## src/rtl/mult_bus_pkg.sv

```systemverilog
// Shared types and defaults for the GPIO multiplier-emulator bus driver.
// Holds the FSM/phase encodings, the default register map and status bit positions.
package mult_bus_pkg;

    typedef enum logic [3:0] {
        ST_IDLE    = 4'd0,
        ST_WR_A1   = 4'd1,
        ST_WR_A2   = 4'd2,
        ST_WR_GO   = 4'd3,
        ST_RD_STAT = 4'd4,
        ST_GAP     = 4'd5,
        ST_RD_W    = 4'd6,
        ST_RD_L    = 4'd7,
        ST_RESP    = 4'd8
    } state_e;

    typedef enum logic [1:0] {
        PH_IDLE   = 2'd0,
        PH_SETUP  = 2'd1,
        PH_STROBE = 2'd2,
        PH_HOLD   = 2'd3
    } phase_e;

    localparam logic [15:0] DEF_ADDR_A1   = 16'h037F;
    localparam logic [15:0] DEF_ADDR_A2   = 16'h0388;
    localparam logic [15:0] DEF_ADDR_W    = 16'h0390;
    localparam logic [15:0] DEF_ADDR_L    = 16'h0398;
    localparam logic [15:0] DEF_ADDR_CTRL = 16'h03A0;

    localparam int STAT_DONE  = 1;
    localparam int STAT_VALID = 0;

    function automatic logic [31:0] pad_operand(input logic [23:0] op);
        return {8'h00, op};
    endfunction

endpackage

```

## src/rtl/mult_bus_driver_seq.sv

```systemverilog
// Single bus access sequencer: SETUP, STROBE_LEN strobe cycles, HOLD.
// A start seen during HOLD chains the next access with no idle cycle in between.
module bus_access_seq
    import mult_bus_pkg::*;
#(
    parameter int STROBE_LEN = 2
) (
    input  logic        clk,
    input  logic        n_reset,
    input  logic        start,
    input  logic        rnw,
    input  logic [15:0] addr,
    input  logic [31:0] wdata,
    input  logic [31:0] sdata_in,
    output logic        done,
    output logic        idle,
    output logic [31:0] rdata,
    output logic [15:0] saddress,
    output logic [31:0] sdata_out,
    output logic        srd,
    output logic        swr
);

    localparam int SW = (STROBE_LEN > 1) ? $clog2(STROBE_LEN) : 1;
    localparam logic [SW-1:0] STROBE_LAST = SW'(STROBE_LEN - 1);

    phase_e          phase_r;
    logic            rnw_r;
    logic [SW-1:0]   strb_cnt_r;

    assign done  = (phase_r == PH_HOLD);
    assign idle  = (phase_r == PH_IDLE);
    assign rdata = sdata_in;

    // Access phase sequencing with registered, mutually exclusive strobes.
    always_ff @(posedge clk or negedge n_reset) begin
        if (!n_reset) begin
            phase_r    <= PH_IDLE;
            rnw_r      <= 1'b1;
            strb_cnt_r <= {SW{1'b0}};
            saddress   <= 16'h0000;
            sdata_out  <= 32'h0000_0000;
            srd        <= 1'b0;
            swr        <= 1'b0;
        end else begin
            case (phase_r)
                PH_IDLE, PH_HOLD: begin
                    if (start) begin
                        saddress  <= addr;
                        sdata_out <= wdata;
                        rnw_r     <= rnw;
                        phase_r   <= PH_SETUP;
                    end else begin
                        phase_r   <= PH_IDLE;
                    end
                end
                PH_SETUP: begin
                    srd        <= rnw_r;
                    swr        <= ~rnw_r;
                    strb_cnt_r <= {SW{1'b0}};
                    phase_r    <= PH_STROBE;
                end
                PH_STROBE: begin
                    if (strb_cnt_r == STROBE_LAST) begin
                        srd     <= 1'b0;
                        swr     <= 1'b0;
                        phase_r <= PH_HOLD;
                    end else begin
                        strb_cnt_r <= strb_cnt_r + SW'(1);
                    end
                end
                default: begin
                    srd     <= 1'b0;
                    swr     <= 1'b0;
                    phase_r <= PH_IDLE;
                end
            endcase
        end
    end

endmodule

```

## src/rtl/mult_bus_driver.sv

```systemverilog
// Bus master that writes operands to the multiplier emulator, triggers it,
// polls for completion and returns product and ones count on a response port.
module mult_bus_driver
    import mult_bus_pkg::*;
#(
    parameter logic [15:0] ADDR_A1    = DEF_ADDR_A1,
    parameter logic [15:0] ADDR_A2    = DEF_ADDR_A2,
    parameter logic [15:0] ADDR_W     = DEF_ADDR_W,
    parameter logic [15:0] ADDR_L     = DEF_ADDR_L,
    parameter logic [15:0] ADDR_CTRL  = DEF_ADDR_CTRL,
    parameter int          STROBE_LEN = 2,
    parameter int          POLL_GAP   = 4,
    parameter int          POLL_MAX   = 255
) (
    input  logic        clk,
    input  logic        n_reset,
    input  logic        cmd_valid,
    output logic        cmd_ready,
    input  logic [23:0] cmd_a1,
    input  logic [23:0] cmd_a2,
    output logic        rsp_valid,
    input  logic        rsp_ready,
    output logic [31:0] rsp_w,
    output logic [23:0] rsp_ones,
    output logic [1:0]  rsp_status,
    output logic        rsp_timeout,
    output logic [15:0] saddress,
    output logic        swr,
    output logic        srd,
    output logic [31:0] sdata_out,
    input  logic [31:0] sdata_in
);

    localparam int PW = $clog2(POLL_MAX + 1);
    localparam int GW = $clog2(POLL_GAP + 1);
    localparam logic [PW-1:0] POLL_LAST = PW'(POLL_MAX - 1);
    localparam logic [GW-1:0] GAP_LAST  = GW'(POLL_GAP - 1);

    state_e        state_r;
    logic [23:0]   a1_r;
    logic [23:0]   a2_r;
    logic [PW-1:0] poll_cnt_r;
    logic [GW-1:0] gap_cnt_r;

    logic          start_s;
    logic          rnw_s;
    logic [15:0]   addr_s;
    logic [31:0]   wdata_s;
    logic          done_s;
    logic          idle_s;
    logic [31:0]   rdata_s;
    logic          stat_done_s;

    assign stat_done_s = rdata_s[STAT_DONE];

    // Look ahead to the next access so it launches on the edge that ends HOLD.
    always_comb begin
        start_s = 1'b0;
        rnw_s   = 1'b1;
        addr_s  = ADDR_CTRL;
        wdata_s = 32'h0000_0000;
        case (state_r)
            ST_WR_A1: begin
                if (idle_s) begin
                    start_s = 1'b1;
                    rnw_s   = 1'b0;
                    addr_s  = ADDR_A1;
                    wdata_s = pad_operand(a1_r);
                end else if (done_s) begin
                    start_s = 1'b1;
                    rnw_s   = 1'b0;
                    addr_s  = ADDR_A2;
                    wdata_s = pad_operand(a2_r);
                end else begin
                    start_s = 1'b0;
                end
            end
            ST_WR_A2: begin
                if (done_s) begin
                    start_s = 1'b1;
                    rnw_s   = 1'b0;
                end else begin
                    start_s = 1'b0;
                end
            end
            ST_WR_GO: begin
                if (done_s) begin
                    start_s = 1'b1;
                end else begin
                    start_s = 1'b0;
                end
            end
            ST_RD_STAT: begin
                if (done_s && stat_done_s) begin
                    start_s = 1'b1;
                    addr_s  = ADDR_W;
                end else begin
                    start_s = 1'b0;
                end
            end
            ST_GAP: begin
                if (gap_cnt_r == GAP_LAST) begin
                    start_s = 1'b1;
                end else begin
                    start_s = 1'b0;
                end
            end
            ST_RD_W: begin
                if (done_s) begin
                    start_s = 1'b1;
                    addr_s  = ADDR_L;
                end else begin
                    start_s = 1'b0;
                end
            end
            default: start_s = 1'b0;
        endcase
    end

    // Command/response FSM; every response field is a register.
    always_ff @(posedge clk or negedge n_reset) begin
        if (!n_reset) begin
            state_r     <= ST_IDLE;
            a1_r        <= 24'h000000;
            a2_r        <= 24'h000000;
            poll_cnt_r  <= {PW{1'b0}};
            gap_cnt_r   <= {GW{1'b0}};
            cmd_ready   <= 1'b1;
            rsp_valid   <= 1'b0;
            rsp_w       <= 32'h0000_0000;
            rsp_ones    <= 24'h000000;
            rsp_status  <= 2'b00;
            rsp_timeout <= 1'b0;
        end else begin
            case (state_r)
                ST_IDLE: begin
                    if (cmd_valid && cmd_ready) begin
                        a1_r        <= cmd_a1;
                        a2_r        <= cmd_a2;
                        cmd_ready   <= 1'b0;
                        rsp_w       <= 32'h0000_0000;
                        rsp_ones    <= 24'h000000;
                        rsp_status  <= 2'b00;
                        rsp_timeout <= 1'b0;
                        state_r     <= ST_WR_A1;
                    end
                end
                ST_WR_A1: if (done_s) state_r <= ST_WR_A2;
                ST_WR_A2: if (done_s) state_r <= ST_WR_GO;
                ST_WR_GO: if (done_s) state_r <= ST_RD_STAT;
                ST_RD_STAT: begin
                    if (done_s) begin
                        rsp_status <= rdata_s[1:0];
                        if (stat_done_s) begin
                            state_r <= ST_RD_W;
                        end else if (poll_cnt_r < POLL_LAST) begin
                            poll_cnt_r <= poll_cnt_r + PW'(1);
                            gap_cnt_r  <= {GW{1'b0}};
                            state_r    <= ST_GAP;
                        end else begin
                            rsp_timeout <= 1'b1;
                            rsp_w       <= 32'h0000_0000;
                            rsp_ones    <= 24'h000000;
                            rsp_valid   <= 1'b1;
                            state_r     <= ST_RESP;
                        end
                    end
                end
                ST_GAP: begin
                    if (gap_cnt_r == GAP_LAST) begin
                        state_r <= ST_RD_STAT;
                    end else begin
                        gap_cnt_r <= gap_cnt_r + GW'(1);
                    end
                end
                ST_RD_W: begin
                    if (done_s) begin
                        rsp_w   <= rdata_s;
                        state_r <= ST_RD_L;
                    end
                end
                ST_RD_L: begin
                    if (done_s) begin
                        rsp_ones  <= rdata_s[23:0];
                        rsp_valid <= 1'b1;
                        state_r   <= ST_RESP;
                    end
                end
                ST_RESP: begin
                    if (rsp_ready) begin
                        rsp_valid  <= 1'b0;
                        poll_cnt_r <= {PW{1'b0}};
                        cmd_ready  <= 1'b1;
                        state_r    <= ST_IDLE;
                    end
                end
                default: begin
                    rsp_valid <= 1'b0;
                    cmd_ready <= 1'b1;
                    state_r   <= ST_IDLE;
                end
            endcase
        end
    end

    bus_access_seq #(
        .STROBE_LEN (STROBE_LEN)
    ) u_seq (
        .clk       (clk),
        .n_reset   (n_reset),
        .start     (start_s),
        .rnw       (rnw_s),
        .addr      (addr_s),
        .wdata     (wdata_s),
        .sdata_in  (sdata_in),
        .done      (done_s),
        .idle      (idle_s),
        .rdata     (rdata_s),
        .saddress  (saddress),
        .sdata_out (sdata_out),
        .srd       (srd),
        .swr       (swr)
    );

endmodule

```

## config.mk

```make
export PLATFORM = sky130hd
export DESIGN_NAME = mult_bus_driver
export DESIGN_NICKNAME = d
export VERILOG_FILES = /design/src/rtl/mult_bus_pkg.sv /design/src/rtl/mult_bus_driver_seq.sv /design/src/rtl/mult_bus_driver.sv
export SDC_FILE = /design/constraint.sdc
export NUM_CORES = 1
export LEC_CHECK = 0
export ABC_AREA = 1
export CORE_ASPECT_RATIO = 1.2
export CORE_MARGIN = 2
export CORE_UTILIZATION = 30
export DETAILED_ROUTE_END_ITERATION = 12
export GPL_ROUTABILITY_DRIVEN = 0
export HOLD_SLACK_MARGIN = 0.12
export PLACE_DENSITY = 0.56
export SETUP_SLACK_MARGIN = 0.3
export SYNTH_ARGS = -nofsm -noshare
export SYNTH_HDL_FRONTEND = slang
export SYNTH_HIERARCHICAL = 1
export SYNTH_SLANG_ARGS = --single-unit
```

## constraint.sdc

```tcl
create_clock -name clk -period 1.75 [get_ports clk]
set_input_delay 0.35 -clock clk [delete_from_list [all_inputs] [get_ports clk]]
set_output_delay 0.35 -clock clk [all_outputs]
set_load 0.05 [all_outputs]
```

==> out/summary.txt <==
Avg WL per Cell: 16.9 um
Min Tclk post-route: 1760 ps
Sequential area share after synthesis: 53.3%
Drt first pass iters: 7
XOR/XNOR Fraction of Synth Area: 0.314%
Ys flop type: dfrtp_1
Worst-Margin Slew: 506 ps
NetSw: 1.90 mW
Worst skew pair latency: 430 ps
Max FO, Critical Path: 7
First-pass GRT wire length: 39.3 mm
Drc violations: 0
Clock Power Share: 48.5%
Vias per cell: 4.75
Pin count of the biggest net entering global routing: 56
Rel. slew slack: 66.3%
Area share of the largest cell type after synthesis: 52.7%
M1 GR Usage: 21.4%
Leakage: 6.84 nW
GRT met2 Usage: 28.9%
Sequential Power Share: 47.3%
CTS tree: yes
Most common cell after layout, fill and taps aside: nand2_1
VDD IR max: 0.000584 V
DIE WIDTH: 156 um
Worst Path Required: 2070 ps
Cell taking the most area after synthesis: dfrtp_1
Area contributors post-synth: dfrtp_1 53%, nand2_1 16%, inv_1 4.3%, nand3_1 4.2%, buf_4 3.9%
Hold slack: 451 ps
Internal power: 6.79 mW
Slack of the critical path: -6.50 ps
Clock-pin transition on the worst setup and hold timing paths: 70 ps
Cells after Synth: 995
# port buffers: 194
Iter 0 DRT Violations: 355
# diodes: 0
Adder-Cell Fraction of Synth Area: 1.05%
Vias: 7715
Root Driver: clkbuf_16
Syn_area_per_cell: 8.41 sq um
Post-DRT Antenna Nets: 0
Maxcap violations: 0
M3 GR Usage: 3.78%
Clk buf depth: 2
Yosys warns: 6
Kind of start point of the critical path: register
Arrival time at the worst endpoint: 2080 ps
Vias in the first global route: 7502
Status: finished, violations left
Compound-Gate Fraction of Synth Area: 8.27%
Final clock skew: 11.8 ps
Tightest Hold Check Type: primary input to register
Largest family of logic cells by synthesized area: simple AND/OR/NAND/NOR gates
Final hold vios: 0
Drt total wl: 27.5 mm
Synth Cell Area: 8360 sq um
Busiest metal layer after global routing: met2
Sw Share: 21.8%
Fmax: 0.569 GHz
Area of the core: 27300 sq um
Mux contribution to synthesized area: 0%
Core Util, Final: 48.7%
Simple-gate share of the synthesized area: 25.5%
Total gr overflow: 0
Final setup violation count: 1
CP Capture Type: register
Power Dens Cells: 655 nW/um^2
FFs w/ async S/R, synth: 100%
Die area: 29200 sq um
Post-synth EDFFs: 0
Crit path kind: register to register
Htree depth: 4
Synth Register Bits: 178
Die Height: 187 um
Clk sinks: 178
Max-slew violation count: 0
Layout cell share with drive strength beyond 1: 37.6%
# rows: 66
Initial antenna violation count: 0
TritonCTS Buffers: 17
Cell variety after synth: 33
RSZ-0062 raised after global routing: yes
Sum Neg Setup Slack: -6.50 ps
Combinational group share of total power: 4.2%
Period utilization: 100%
HPWL after DPL: 16.0 mm
Initial core utilization: 30.7%
Pre-CTS setup slack: -138 ps
GRT Util Overall: 16.9%
Fin nets: 1363
IO Count: 195
Failing checks: setup timing
Layout-stage area growth over the synthesis result: 58.5%
Most frequent cells in the layout: 228 x nand2_1, 173 x dfrtp_1, 172 x buf_4
==> worst max-delay path, cell delays in order, from the launching register on <==
cell	delay, ps
dfrtp_2	490
inv_4	120
nand2_8	70
nor2_4	140
nand3_4	90
nand2_2	80
inv_2	50
o2111ai_4	80
nand2_4	100
buf_12	160
clkbuf_16	160
nand2_2	70
nand2_2	50
==> repair_timing <==
action,in CTS,in global routing
gates resized for setup,56,254
cloned,6,25
setup endpoints to repair,175,175
buffers inserted,27,18
hold endpoints to repair,45,0
hold buffers,1,0
pin swaps,5,13
==> worst paths after layout <==
path | from | to | slack (ps) | depth (start not counted)
min in group asynchronous | n_reset | poll_cnt_r[5] | 470 | 2
max in group asynchronous | n_reset | rsp_ones[20] | 680 | 3
worst max register to register | state_r[0] | u_seq/sdata_out[5] | -7 | 12
worst min register to register | u_seq/rnw_r | u_seq/rnw_r | 480 | 2
worst min-delay path | cmd_a1[11] | a1_r[11] | 450 | 3
worst max-delay path | state_r[0] | u_seq/sdata_out[5] | -7 | 12
==> power groups by stage <==
stage	registers (mW)	clock network, mW	logic, mW
floorplan	4.19	0	0.0819
global route	4.11	4.43	0.399
CTS	4.11	4.29	0.358
finish	4.11	4.21	0.360
detailed placement	4.19	0	0.354
global placement	4.19	0	0.356
==> per-stage QoR <==
step / cells / area, sq um / total power, mW
2_1_floorplan: 1009 / 8470 / 4.27
3_3_place_gp: 1516 / 10600 / 4.55
3_5_place_dp: 1516 / 10600 / 4.54
4_1_cts: 1582 / 11800 / 8.76
5_1_grt: 1625 / 13300 / 8.94
6_report: 1625 / 13300 / 8.68
==> per-layer routing <==
metal / vias up / share of wire [%]
met4: 0 / 2.0
met1: 3740 / 43
met2: 233 / 50
li1: 3700 / -
met3: 42 / 5.0
met5: - / 0
==> cell families (layout without fill, tap and decap cells) <==
group | count (synthesis) | count (layout)
other | 2 | 16
and+or+nand+nor | 496 | 496
buffers and inverters | 188 | 464
AOI/OAI and AO/OA | 121 | 121
adders and majority gates | 7 | 7
xor gates and xnor gates | 3 | 3
DFF | 178 | 178
==> sequential cells by signal, summed over array words and instances, names as in the netlist, 2 cells and up <==
register         cells
a1_r                24
a2_r                24
gap_cnt_r            3
poll_cnt_r           8
rsp_ones            24
rsp_status           2
rsp_w               32
state_r              4
u_seq/phase_r        2
u_seq/saddress      16
u_seq/sdata_out     32
==> cells in the mapped netlist (all sizes together) (2+ instances only) <==
library cell and n:
a21oi 5, nor3 2, dfrtp 176, ha 7, a22oi 24, clkbuf 12
nand3b 2, nand3 71, nand2 354, buf 72, nand4 36, xor2 2
o21a 2, dfstp 2, o211ai 3, conb 2, nor2 30, o2111ai 2
inv 104, o21ai 84
==> final cells by class <==
type,count,area [sq um]
Multi-Input combinational cell,643,3810
Tap cell,340,425
Sequential cell,178,4460
Inverter,104,403
Fill cell,2558,14000
Clock inverter,12,180
Timing Repair Buffer,328,3510
Clock buffer,20,457
Note: power is estimated with default switching activity, not from simulation.
